===== src/rtl/mem_bus_arbiter_pkg.sv =====
// Shared types and constants for the instruction/data memory bus arbiter.
// Imported by the arbiter top, its watchdog and the bench.
package mem_bus_arbiter_pkg;

   localparam int DefAw      = 32;
   localparam int DefDw      = 32;
   localparam int WdtTimeout = 15;

   // Byte-enable pattern presented on the bus for every instruction fetch.
   localparam logic [DefDw/8-1:0] SelAllOnes = '1;

   typedef enum logic [1:0] {
      ArbIdle = 2'd0,
      ArbBusI = 2'd1,
      ArbBusD = 2'd2,
      ArbAck  = 2'd3
   } arb_state_t;

   // Counter width able to hold 0..limit, never narrower than one bit.
   function automatic int cnt_width(input int limit);
      return (limit < 1) ? 1 : $clog2(limit + 1);
   endfunction

endpackage


===== src/rtl/mem_bus_arbiter_if.sv =====
// Signal bundle between the arbiter, its two requesters (fetch, data) and the
// shared memory bus. master = arbiter view, slave = environment view.
interface mem_bus_arbiter_if #(
   parameter int AW = 32,
   parameter int DW = 32
);
   // Requester handshake: x_req and all of its fields stay stable until the
   // one-cycle x_ack; in the cycle after x_ack the requester either drops
   // x_req or presents a new request. Bus handshake: bus_cyc/bus_stb stay
   // high with stable fields until the slave raises bus_ack for one cycle.

   logic            i_req;
   logic [AW-1:0]   i_addr;
   logic [DW-1:0]   i_rdata;
   logic            i_ack;

   logic            d_req;
   logic            d_we;
   logic [DW/8-1:0] d_sel;
   logic [AW-1:0]   d_addr;
   logic [DW-1:0]   d_wdata;
   logic [DW-1:0]   d_rdata;
   logic            d_ack;

   logic            bus_cyc;
   logic            bus_stb;
   logic            bus_we;
   logic [DW/8-1:0] bus_sel;
   logic [AW-1:0]   bus_addr;
   logic [DW-1:0]   bus_wdata;
   logic [DW-1:0]   bus_rdata;
   logic            bus_ack;

   logic            stallreq_if;
   logic            stallreq_mem;
   logic            err_o;
   logic [AW-1:0]   err_addr;

   modport master (
      input  i_req, i_addr,
      output i_rdata, i_ack,
      input  d_req, d_we, d_sel, d_addr, d_wdata,
      output d_rdata, d_ack,
      output bus_cyc, bus_stb, bus_we, bus_sel, bus_addr, bus_wdata,
      input  bus_rdata, bus_ack,
      output stallreq_if, stallreq_mem, err_o, err_addr
   );

   modport slave (
      output i_req, i_addr,
      input  i_rdata, i_ack,
      output d_req, d_we, d_sel, d_addr, d_wdata,
      input  d_rdata, d_ack,
      input  bus_cyc, bus_stb, bus_we, bus_sel, bus_addr, bus_wdata,
      output bus_rdata, bus_ack,
      input  stallreq_if, stallreq_mem, err_o, err_addr
   );

endinterface


===== src/rtl/mem_bus_arbiter_bus_wdt.sv =====
// Bus-phase watchdog: counts strobe cycles while enabled and flags expiry on
// the cycle the count reaches TIMEOUT. TIMEOUT = 0 disables it.
module mem_bus_arbiter_bus_wdt
   import mem_bus_arbiter_pkg::*;
#(
   parameter int TIMEOUT = WdtTimeout
) (
   input  logic clk,
   input  logic rst,
   input  logic clr,
   input  logic en,
   output logic expire
);

   localparam int CW = cnt_width(TIMEOUT);

   logic [CW-1:0] cnt;

   generate
      if (TIMEOUT > 0) begin : g_wdt
         always_ff @(posedge clk or negedge rst) begin
            if (!rst) begin
               cnt <= '0;
            end else if (clr) begin
               cnt <= '0;
            end else if (en) begin
               cnt <= cnt + 1'b1;
            end
         end

         // Expiry is decided on the strobe cycle whose increment brings cnt to
         // TIMEOUT, so the bus phase lasts exactly TIMEOUT strobe cycles.
         assign expire = en && (cnt == CW'(TIMEOUT - 1));
      end else begin : g_off
         logic unused_off;

         assign cnt        = '0;
         assign expire     = 1'b0;
         assign unused_off = ^{clk, rst, clr, en, cnt};
      end
   endgenerate

endmodule


===== src/rtl/mem_bus_arbiter.sv =====
// Shares one Wishbone-style memory bus between the fetch and data ports, one
// transaction at a time, data port first; aborts unacknowledged bus phases.
module mem_bus_arbiter
   import mem_bus_arbiter_pkg::*;
#(
   parameter int AW      = DefAw,
   parameter int DW      = DefDw,
   parameter int TIMEOUT = WdtTimeout
) (
   input  logic                     clk,
   input  logic                     rst,
   mem_bus_arbiter_if.master        bus_if,
   output arb_state_t               dbg_state
);

   arb_state_t      state;
   arb_state_t      state_next;

   logic            grant_i;
   logic            grant_d;
   logic            done_ack;
   logic            done_abort;
   logic            in_bus;
   logic            wdt_expire;

   logic            cyc_r;
   logic            we_r;
   logic [DW/8-1:0] sel_r;
   logic [AW-1:0]   addr_r;
   logic [DW-1:0]   wdata_r;
   logic [DW-1:0]   i_rdata_r;
   logic [DW-1:0]   d_rdata_r;
   logic            i_ack_r;
   logic            d_ack_r;
   logic            err_r;
   logic [AW-1:0]   err_addr_r;

   assign in_bus = (state == ArbBusI) || (state == ArbBusD);

   always_ff @(posedge clk or negedge rst) begin
      if (!rst) begin
         state <= ArbIdle;
      end else begin
         state <= state_next;
      end
   end

   // Requests are only sampled in IDLE, so a request still held during the
   // ACK cycle cannot start a second bus cycle.
   always_comb begin
      state_next = state;
      grant_i    = 1'b0;
      grant_d    = 1'b0;
      done_ack   = 1'b0;
      done_abort = 1'b0;
      case (state)
         ArbIdle: begin
            if (bus_if.d_req) begin
               grant_d    = 1'b1;
               state_next = ArbBusD;
            end else if (bus_if.i_req) begin
               grant_i    = 1'b1;
               state_next = ArbBusI;
            end
         end
         ArbBusI, ArbBusD: begin
            if (bus_if.bus_ack) begin
               done_ack   = 1'b1;
               state_next = ArbAck;
            end else if (wdt_expire) begin
               done_abort = 1'b1;
               state_next = ArbAck;
            end
         end
         ArbAck: begin
            state_next = ArbIdle;
         end
         default: begin
            state_next = ArbIdle;
         end
      endcase
   end

   always_ff @(posedge clk or negedge rst) begin
      if (!rst) begin
         cyc_r      <= 1'b0;
         we_r       <= 1'b0;
         sel_r      <= '0;
         addr_r     <= '0;
         wdata_r    <= '0;
         i_rdata_r  <= '0;
         d_rdata_r  <= '0;
         i_ack_r    <= 1'b0;
         d_ack_r    <= 1'b0;
         err_r      <= 1'b0;
         err_addr_r <= '0;
      end else begin
         i_ack_r <= 1'b0;
         d_ack_r <= 1'b0;
         err_r   <= 1'b0;

         if (grant_d) begin
            cyc_r   <= 1'b1;
            we_r    <= bus_if.d_we;
            sel_r   <= bus_if.d_sel;
            addr_r  <= bus_if.d_addr;
            wdata_r <= bus_if.d_wdata;
         end else if (grant_i) begin
            cyc_r   <= 1'b1;
            we_r    <= 1'b0;
            sel_r   <= {(DW/8){1'b1}};
            addr_r  <= bus_if.i_addr;
            wdata_r <= '0;
         end

         // Completion: the served port gets its data (zero on abort) and a
         // single ack pulse during the ACK state.
         if (done_ack || done_abort) begin
            cyc_r <= 1'b0;
            we_r  <= 1'b0;
            if (state == ArbBusD) begin
               d_ack_r   <= 1'b1;
               d_rdata_r <= done_ack ? bus_if.bus_rdata : '0;
            end else begin
               i_ack_r   <= 1'b1;
               i_rdata_r <= done_ack ? bus_if.bus_rdata : '0;
            end
         end

         if (done_abort) begin
            err_r      <= 1'b1;
            err_addr_r <= addr_r;
         end
      end
   end

   mem_bus_arbiter_bus_wdt #(
      .TIMEOUT (TIMEOUT)
   ) u_bus_wdt (
      .clk    (clk),
      .rst    (rst),
      .clr    (!in_bus),
      .en     (in_bus),
      .expire (wdt_expire)
   );

   assign bus_if.bus_cyc      = cyc_r;
   assign bus_if.bus_stb      = cyc_r;
   assign bus_if.bus_we       = we_r;
   assign bus_if.bus_sel      = sel_r;
   assign bus_if.bus_addr     = addr_r;
   assign bus_if.bus_wdata    = wdata_r;
   assign bus_if.i_rdata      = i_rdata_r;
   assign bus_if.i_ack        = i_ack_r;
   assign bus_if.d_rdata      = d_rdata_r;
   assign bus_if.d_ack        = d_ack_r;
   assign bus_if.err_o        = err_r;
   assign bus_if.err_addr     = err_addr_r;

   // Stall requests see the registered acks, so they fall in the ack cycle.
   assign bus_if.stallreq_if  = bus_if.i_req & ~i_ack_r;
   assign bus_if.stallreq_mem = bus_if.d_req & ~d_ack_r;

   assign dbg_state = state;

endmodule


===== src/flat_wrapper.sv =====
// flat-port wrapper written by rule: the top's interface ports become plain ports
module mem_bus_arbiter_flat import mem_bus_arbiter_pkg::*;
#(
   parameter int AW      = DefAw,
   parameter int DW      = DefDw,
   parameter int TIMEOUT = WdtTimeout
)
  (clk, rst, dbg_state, bus_if_i_req, bus_if_i_addr, bus_if_i_rdata, bus_if_i_ack, bus_if_d_req, bus_if_d_we, bus_if_d_sel, bus_if_d_addr, bus_if_d_wdata, bus_if_d_rdata, bus_if_d_ack, bus_if_bus_cyc, bus_if_bus_stb, bus_if_bus_we, bus_if_bus_sel, bus_if_bus_addr, bus_if_bus_wdata, bus_if_bus_rdata, bus_if_bus_ack, bus_if_stallreq_if, bus_if_stallreq_mem, bus_if_err_o, bus_if_err_addr);
  mem_bus_arbiter_if #(.AW(AW), .DW(DW)) bus_if_i ();
  input  logic clk;
  input  logic rst;
  output arb_state_t dbg_state;
  input wire logic [$bits(bus_if_i.i_req)-1:0] bus_if_i_req;
  input wire logic [$bits(bus_if_i.i_addr)-1:0] bus_if_i_addr;
  output wire logic [$bits(bus_if_i.i_rdata)-1:0] bus_if_i_rdata;
  output wire logic [$bits(bus_if_i.i_ack)-1:0] bus_if_i_ack;
  input wire logic [$bits(bus_if_i.d_req)-1:0] bus_if_d_req;
  input wire logic [$bits(bus_if_i.d_we)-1:0] bus_if_d_we;
  input wire logic [$bits(bus_if_i.d_sel)-1:0] bus_if_d_sel;
  input wire logic [$bits(bus_if_i.d_addr)-1:0] bus_if_d_addr;
  input wire logic [$bits(bus_if_i.d_wdata)-1:0] bus_if_d_wdata;
  output wire logic [$bits(bus_if_i.d_rdata)-1:0] bus_if_d_rdata;
  output wire logic [$bits(bus_if_i.d_ack)-1:0] bus_if_d_ack;
  output wire logic [$bits(bus_if_i.bus_cyc)-1:0] bus_if_bus_cyc;
  output wire logic [$bits(bus_if_i.bus_stb)-1:0] bus_if_bus_stb;
  output wire logic [$bits(bus_if_i.bus_we)-1:0] bus_if_bus_we;
  output wire logic [$bits(bus_if_i.bus_sel)-1:0] bus_if_bus_sel;
  output wire logic [$bits(bus_if_i.bus_addr)-1:0] bus_if_bus_addr;
  output wire logic [$bits(bus_if_i.bus_wdata)-1:0] bus_if_bus_wdata;
  input wire logic [$bits(bus_if_i.bus_rdata)-1:0] bus_if_bus_rdata;
  input wire logic [$bits(bus_if_i.bus_ack)-1:0] bus_if_bus_ack;
  output wire logic [$bits(bus_if_i.stallreq_if)-1:0] bus_if_stallreq_if;
  output wire logic [$bits(bus_if_i.stallreq_mem)-1:0] bus_if_stallreq_mem;
  output wire logic [$bits(bus_if_i.err_o)-1:0] bus_if_err_o;
  output wire logic [$bits(bus_if_i.err_addr)-1:0] bus_if_err_addr;
  assign bus_if_i.i_req = bus_if_i_req;
  assign bus_if_i.i_addr = bus_if_i_addr;
  assign bus_if_i_rdata = bus_if_i.i_rdata;
  assign bus_if_i_ack = bus_if_i.i_ack;
  assign bus_if_i.d_req = bus_if_d_req;
  assign bus_if_i.d_we = bus_if_d_we;
  assign bus_if_i.d_sel = bus_if_d_sel;
  assign bus_if_i.d_addr = bus_if_d_addr;
  assign bus_if_i.d_wdata = bus_if_d_wdata;
  assign bus_if_d_rdata = bus_if_i.d_rdata;
  assign bus_if_d_ack = bus_if_i.d_ack;
  assign bus_if_bus_cyc = bus_if_i.bus_cyc;
  assign bus_if_bus_stb = bus_if_i.bus_stb;
  assign bus_if_bus_we = bus_if_i.bus_we;
  assign bus_if_bus_sel = bus_if_i.bus_sel;
  assign bus_if_bus_addr = bus_if_i.bus_addr;
  assign bus_if_bus_wdata = bus_if_i.bus_wdata;
  assign bus_if_i.bus_rdata = bus_if_bus_rdata;
  assign bus_if_i.bus_ack = bus_if_bus_ack;
  assign bus_if_stallreq_if = bus_if_i.stallreq_if;
  assign bus_if_stallreq_mem = bus_if_i.stallreq_mem;
  assign bus_if_err_o = bus_if_i.err_o;
  assign bus_if_err_addr = bus_if_i.err_addr;
  mem_bus_arbiter #(.AW(AW), .DW(DW), .TIMEOUT(TIMEOUT)) u_core (.clk(clk), .rst(rst), .bus_if(bus_if_i), .dbg_state(dbg_state));
endmodule

===== config.mk =====
export PLATFORM = sky130hd
export DESIGN_NAME = mem_bus_arbiter_flat
export DESIGN_NICKNAME = d
export VERILOG_FILES = /design/src/rtl/mem_bus_arbiter_pkg.sv /design/src/rtl/mem_bus_arbiter_if.sv /design/src/rtl/mem_bus_arbiter_bus_wdt.sv /design/src/rtl/mem_bus_arbiter.sv /design/src/flat_wrapper.sv
export SDC_FILE = /design/constraint.sdc
export NUM_CORES = 1
export LEC_CHECK = 0
export ABC_AREA = 1
export CAP_MARGIN = 30
export CORE_MARGIN = 5
export CORE_UTILIZATION = 35
export DETAILED_ROUTE_END_ITERATION = 10
export PLACE_DENSITY = 0.67
export SKIP_LAST_GASP = 1
export SLEW_MARGIN = 20
export SYNTH_ARGS = -nofsm -noshare
export SYNTH_HDL_FRONTEND = slang
export SYNTH_SLANG_ARGS = --single-unit
export TNS_END_PERCENT = 5

===== constraint.sdc =====
create_clock -name clk -period 1.9 [get_ports clk]
set_clock_uncertainty 0.15 [all_clocks]
set_input_delay 0.285 -clock clk [delete_from_list [all_inputs] [get_ports clk]]
set_output_delay 0.285 -clock clk [all_outputs]
set_load 0.1 [all_outputs]

==> out/metrics.yaml <==
status: "completed"
ys_types: 18
synthMuxAreaShare: 0
gr-total-overflow: 0
timing.hold.ws_ps: 169
die_area_um2: 23400
netlist_top_cells_count: "nand2_1 (365), dfrtp_1 (175), nor2_1 (117)"
netlist_instances: 828
grt_use_met2: 0.343
worstSetupEndpointType: "register"
vias: 6585
coreArea_um2: 20200
drt_iter0_markers: 349
worstSetupStartpointType: "register"
cts_tree: "built"
rsz0062_at_grt: "yes"
grt_pass1_vias: 6764
critPathCapture: "u_core.bus_if.i_rdata[14]"
drt_wl_total_mm: 24.3
synth_compound_area_frac: 0.0667
synthAdderAreaFrac: 0.00873
synth_top_area_cell: "dfrtp_1"
synth_edf_count: 0
antenna_cells: 0
syn_to_final_growth_pct: 84.6
synthXorXnorAreaFrac: 0.00245
use_met3: 0.0732
syn_area_um2: 7160
cp_max_fo: 33
fin_nets: 1288
use_met1: 0.260
num_io_pins: 312
avgRoutedWirePerCell_um: 17.0
synth_seq_cells: 175
hold_path_class: "in2async"
grt.busiest_layer: "met2"
reg2reg_from: "u_core.dbg_state[0]"
period_share: 0.966
hold_viol_final: 0
critPathRequiredTime_ps: 2060
cp-startpoint: "u_core.dbg_state[0]"
synth_top_family_by_area: "simple AND/OR/NAND/NOR gates"
drv_cap: 0
synth_nets: 971
die-width_um: 153
ys_warn_count: 0
synth_ff_type: "dfrtp_1"
synth-seq-area-share: 0.611
yosys.area_share.simple: 0.259
grtUsageTotal: 0.208
synthTopCellsByArea: "dfrtp_1 (61%), nand2_1 (19%), nor2_1 (6.1%)"
r2r_slack_ps: 60
numClockSinks: 175
insertion_delay_ps: 410
vias_per_cell: 4.61
maxSlewHeadroom: 0.743
grt_max_degree: 56
synthArstFlopShare: 1.00
die_h_um: 153
cts_buffers: 17
fmax_mhz: 545
gp_congestion: 0.838
yosysMostFrequentCell: "nand2_1"
cpMostUsedCell: "nand2_1"
num_rows: 52
dr.pass1.iters: 4
period_minus_slack_ps: 1840
detail-route-antenna-nets: 0
antenna_found_initial: 0
slew_violations: 0
regToRegEndpoint: "u_core.bus_if.i_rdata[14]"
synth_top_area_share: 0.611
setup_viol: 0
cp_slowest_cell: "dfrtp_4"
grt_first_pass_wirelength_mm: 38.9
syn_area_per_cell_um2: 8.65
h-tree-depth: 4
cp_data_arrival_time_ps: 2000
drive_gt1_frac: 0.216
clockBufferDepth: 2
io_buffer_count: 311
clkSlewWorstSetupHoldPaths_ps: 70
dp.final_hpwl_mm: 18.3
post-cts-setup-buffer-count: 0
max_stage_delay_ps: 450
crit_type: "reg2reg"
drc: 0
cts_root_buf: "clkbuf_16"
worstMarginPinSlew_ps: 385
rr_worst_depth: 8
crit_chain: "inv_4 > ha_4 > nand2_2 > o21ai_2 > nand2_1 > buf_12 > nand2_1 > nand2_1"
initial_utilization: 0.355
-- per-stage QoR --
stage / instances / worst slack [ps] / setup TNS (ps) / utilization / cell area [um^2]
2_1_floorplan: 828 / -58.7 / -2040 / - / 7220
3_3_place_gp: 1395 / -12.2 / -41.4 / 0.623 / 12600
3_5_place_dp: 1395 / -73.5 / -199 / 0.623 / 12600
4_1_cts: 1428 / 19.1 / 0 / 0.655 / 13200
5_1_grt: 1428 / -22.6 / -112 / 0.656 / 13200
6_report: 1428 / 64.1 / 0 / 0.656 / 13200
-- metal layers --
| layer | wire, um | vias up | part of all wire |
|---|---|---|---|
| met5 | 0 | - | 0 |
| li1 | - | 3171 | - |
| met1 | 9880 | 3144 | 0.41 |
| met2 | 11900 | 242 | 0.49 |
| met4 | 461 | 0 | 0.019 |
| met3 | 2090 | 28 | 0.086 |
-- layout by cell type (no fill, tap or decap), types with 2 or more instances in the layout --
cell and n:
bufinv_16 4, nand2_1 363, clkbuf_16 17, nand2_2 3, buf_4 18, a22o_1 32
clkinv_8 2, inv_2 2, o21ai_0 35, buf_12 185, inv_4 2, inv_1 40
nand3_1 4, dfrtp_1 173, ha_1 4, inv_6 5, nor2_1 115, dfrtp_4 2
clkdlybuf4s50_1 136, nor2_4 2
-- kinds of logic after synthesis --
kind of cell             after synthesis
AO/OA/AOI/OAI                         70
adder cells (fa/ha/maj)                5
AND/OR/NAND/NOR                      488
flip-flops                           175
XOR/XNOR                               2
buffers and inverters                 88
-- flip-flops by register name, summed over array words and instances (netlist names), 2 cells and up --
| register | count |
|---|---|
| u_core.bus_if.d_rdata | 32 |
| u_core.u_bus_wdt.cnt | 4 |
| u_core.bus_if.bus_addr | 32 |
| u_core.bus_if.err_addr | 32 |
| u_core.bus_if.bus_wdata | 32 |
| u_core.dbg_state | 2 |
| u_core.bus_if.i_rdata | 32 |
| u_core.bus_if.bus_sel | 4 |
-- what timing repair did --
action,CTS,global route
setup endpoints to repair,0,39
hold buffers,1,0
endpoints found under the hold margin,175,0
gates resized for setup,0,2
-- worst min path at each step --
stage / depth (start not counted) / end
floorplan: 0 / u_core.bus_if.bus_addr[0]
global placement: 1 / u_core.bus_if.d_rdata[30]
finish: 2 / u_core.bus_if.d_rdata[30]
CTS: 2 / u_core.bus_if.d_rdata[29]
detailed placement: 1 / u_core.bus_if.d_rdata[22]
global route: 2 / u_core.bus_if.i_rdata[29]
-- layout make-up --
type / instances / area, um^2
flip-flops and latches: 175 / 4390
multi-input cells: 565 / 2450
clock inverters: 14 / 224
inverters: 45 / 174
clock buffers: 18 / 429
fillers: 1578 / 6950
well taps: 270 / 338
repair buffers: 341 / 5220
-- critical path: cells and delay by family, from the launching register on --
family	cells	cell delay (ps)
AOI/OAI and AO/OA	1	240
and+or+nand+nor	4	350
buffers and inverters	2	240
adders and majority gates	1	280
DFF	1	450
Power is left out: the tool's default activity adds up to more than one toggle a clock period on the data nets, which glitch-free logic cannot reach.
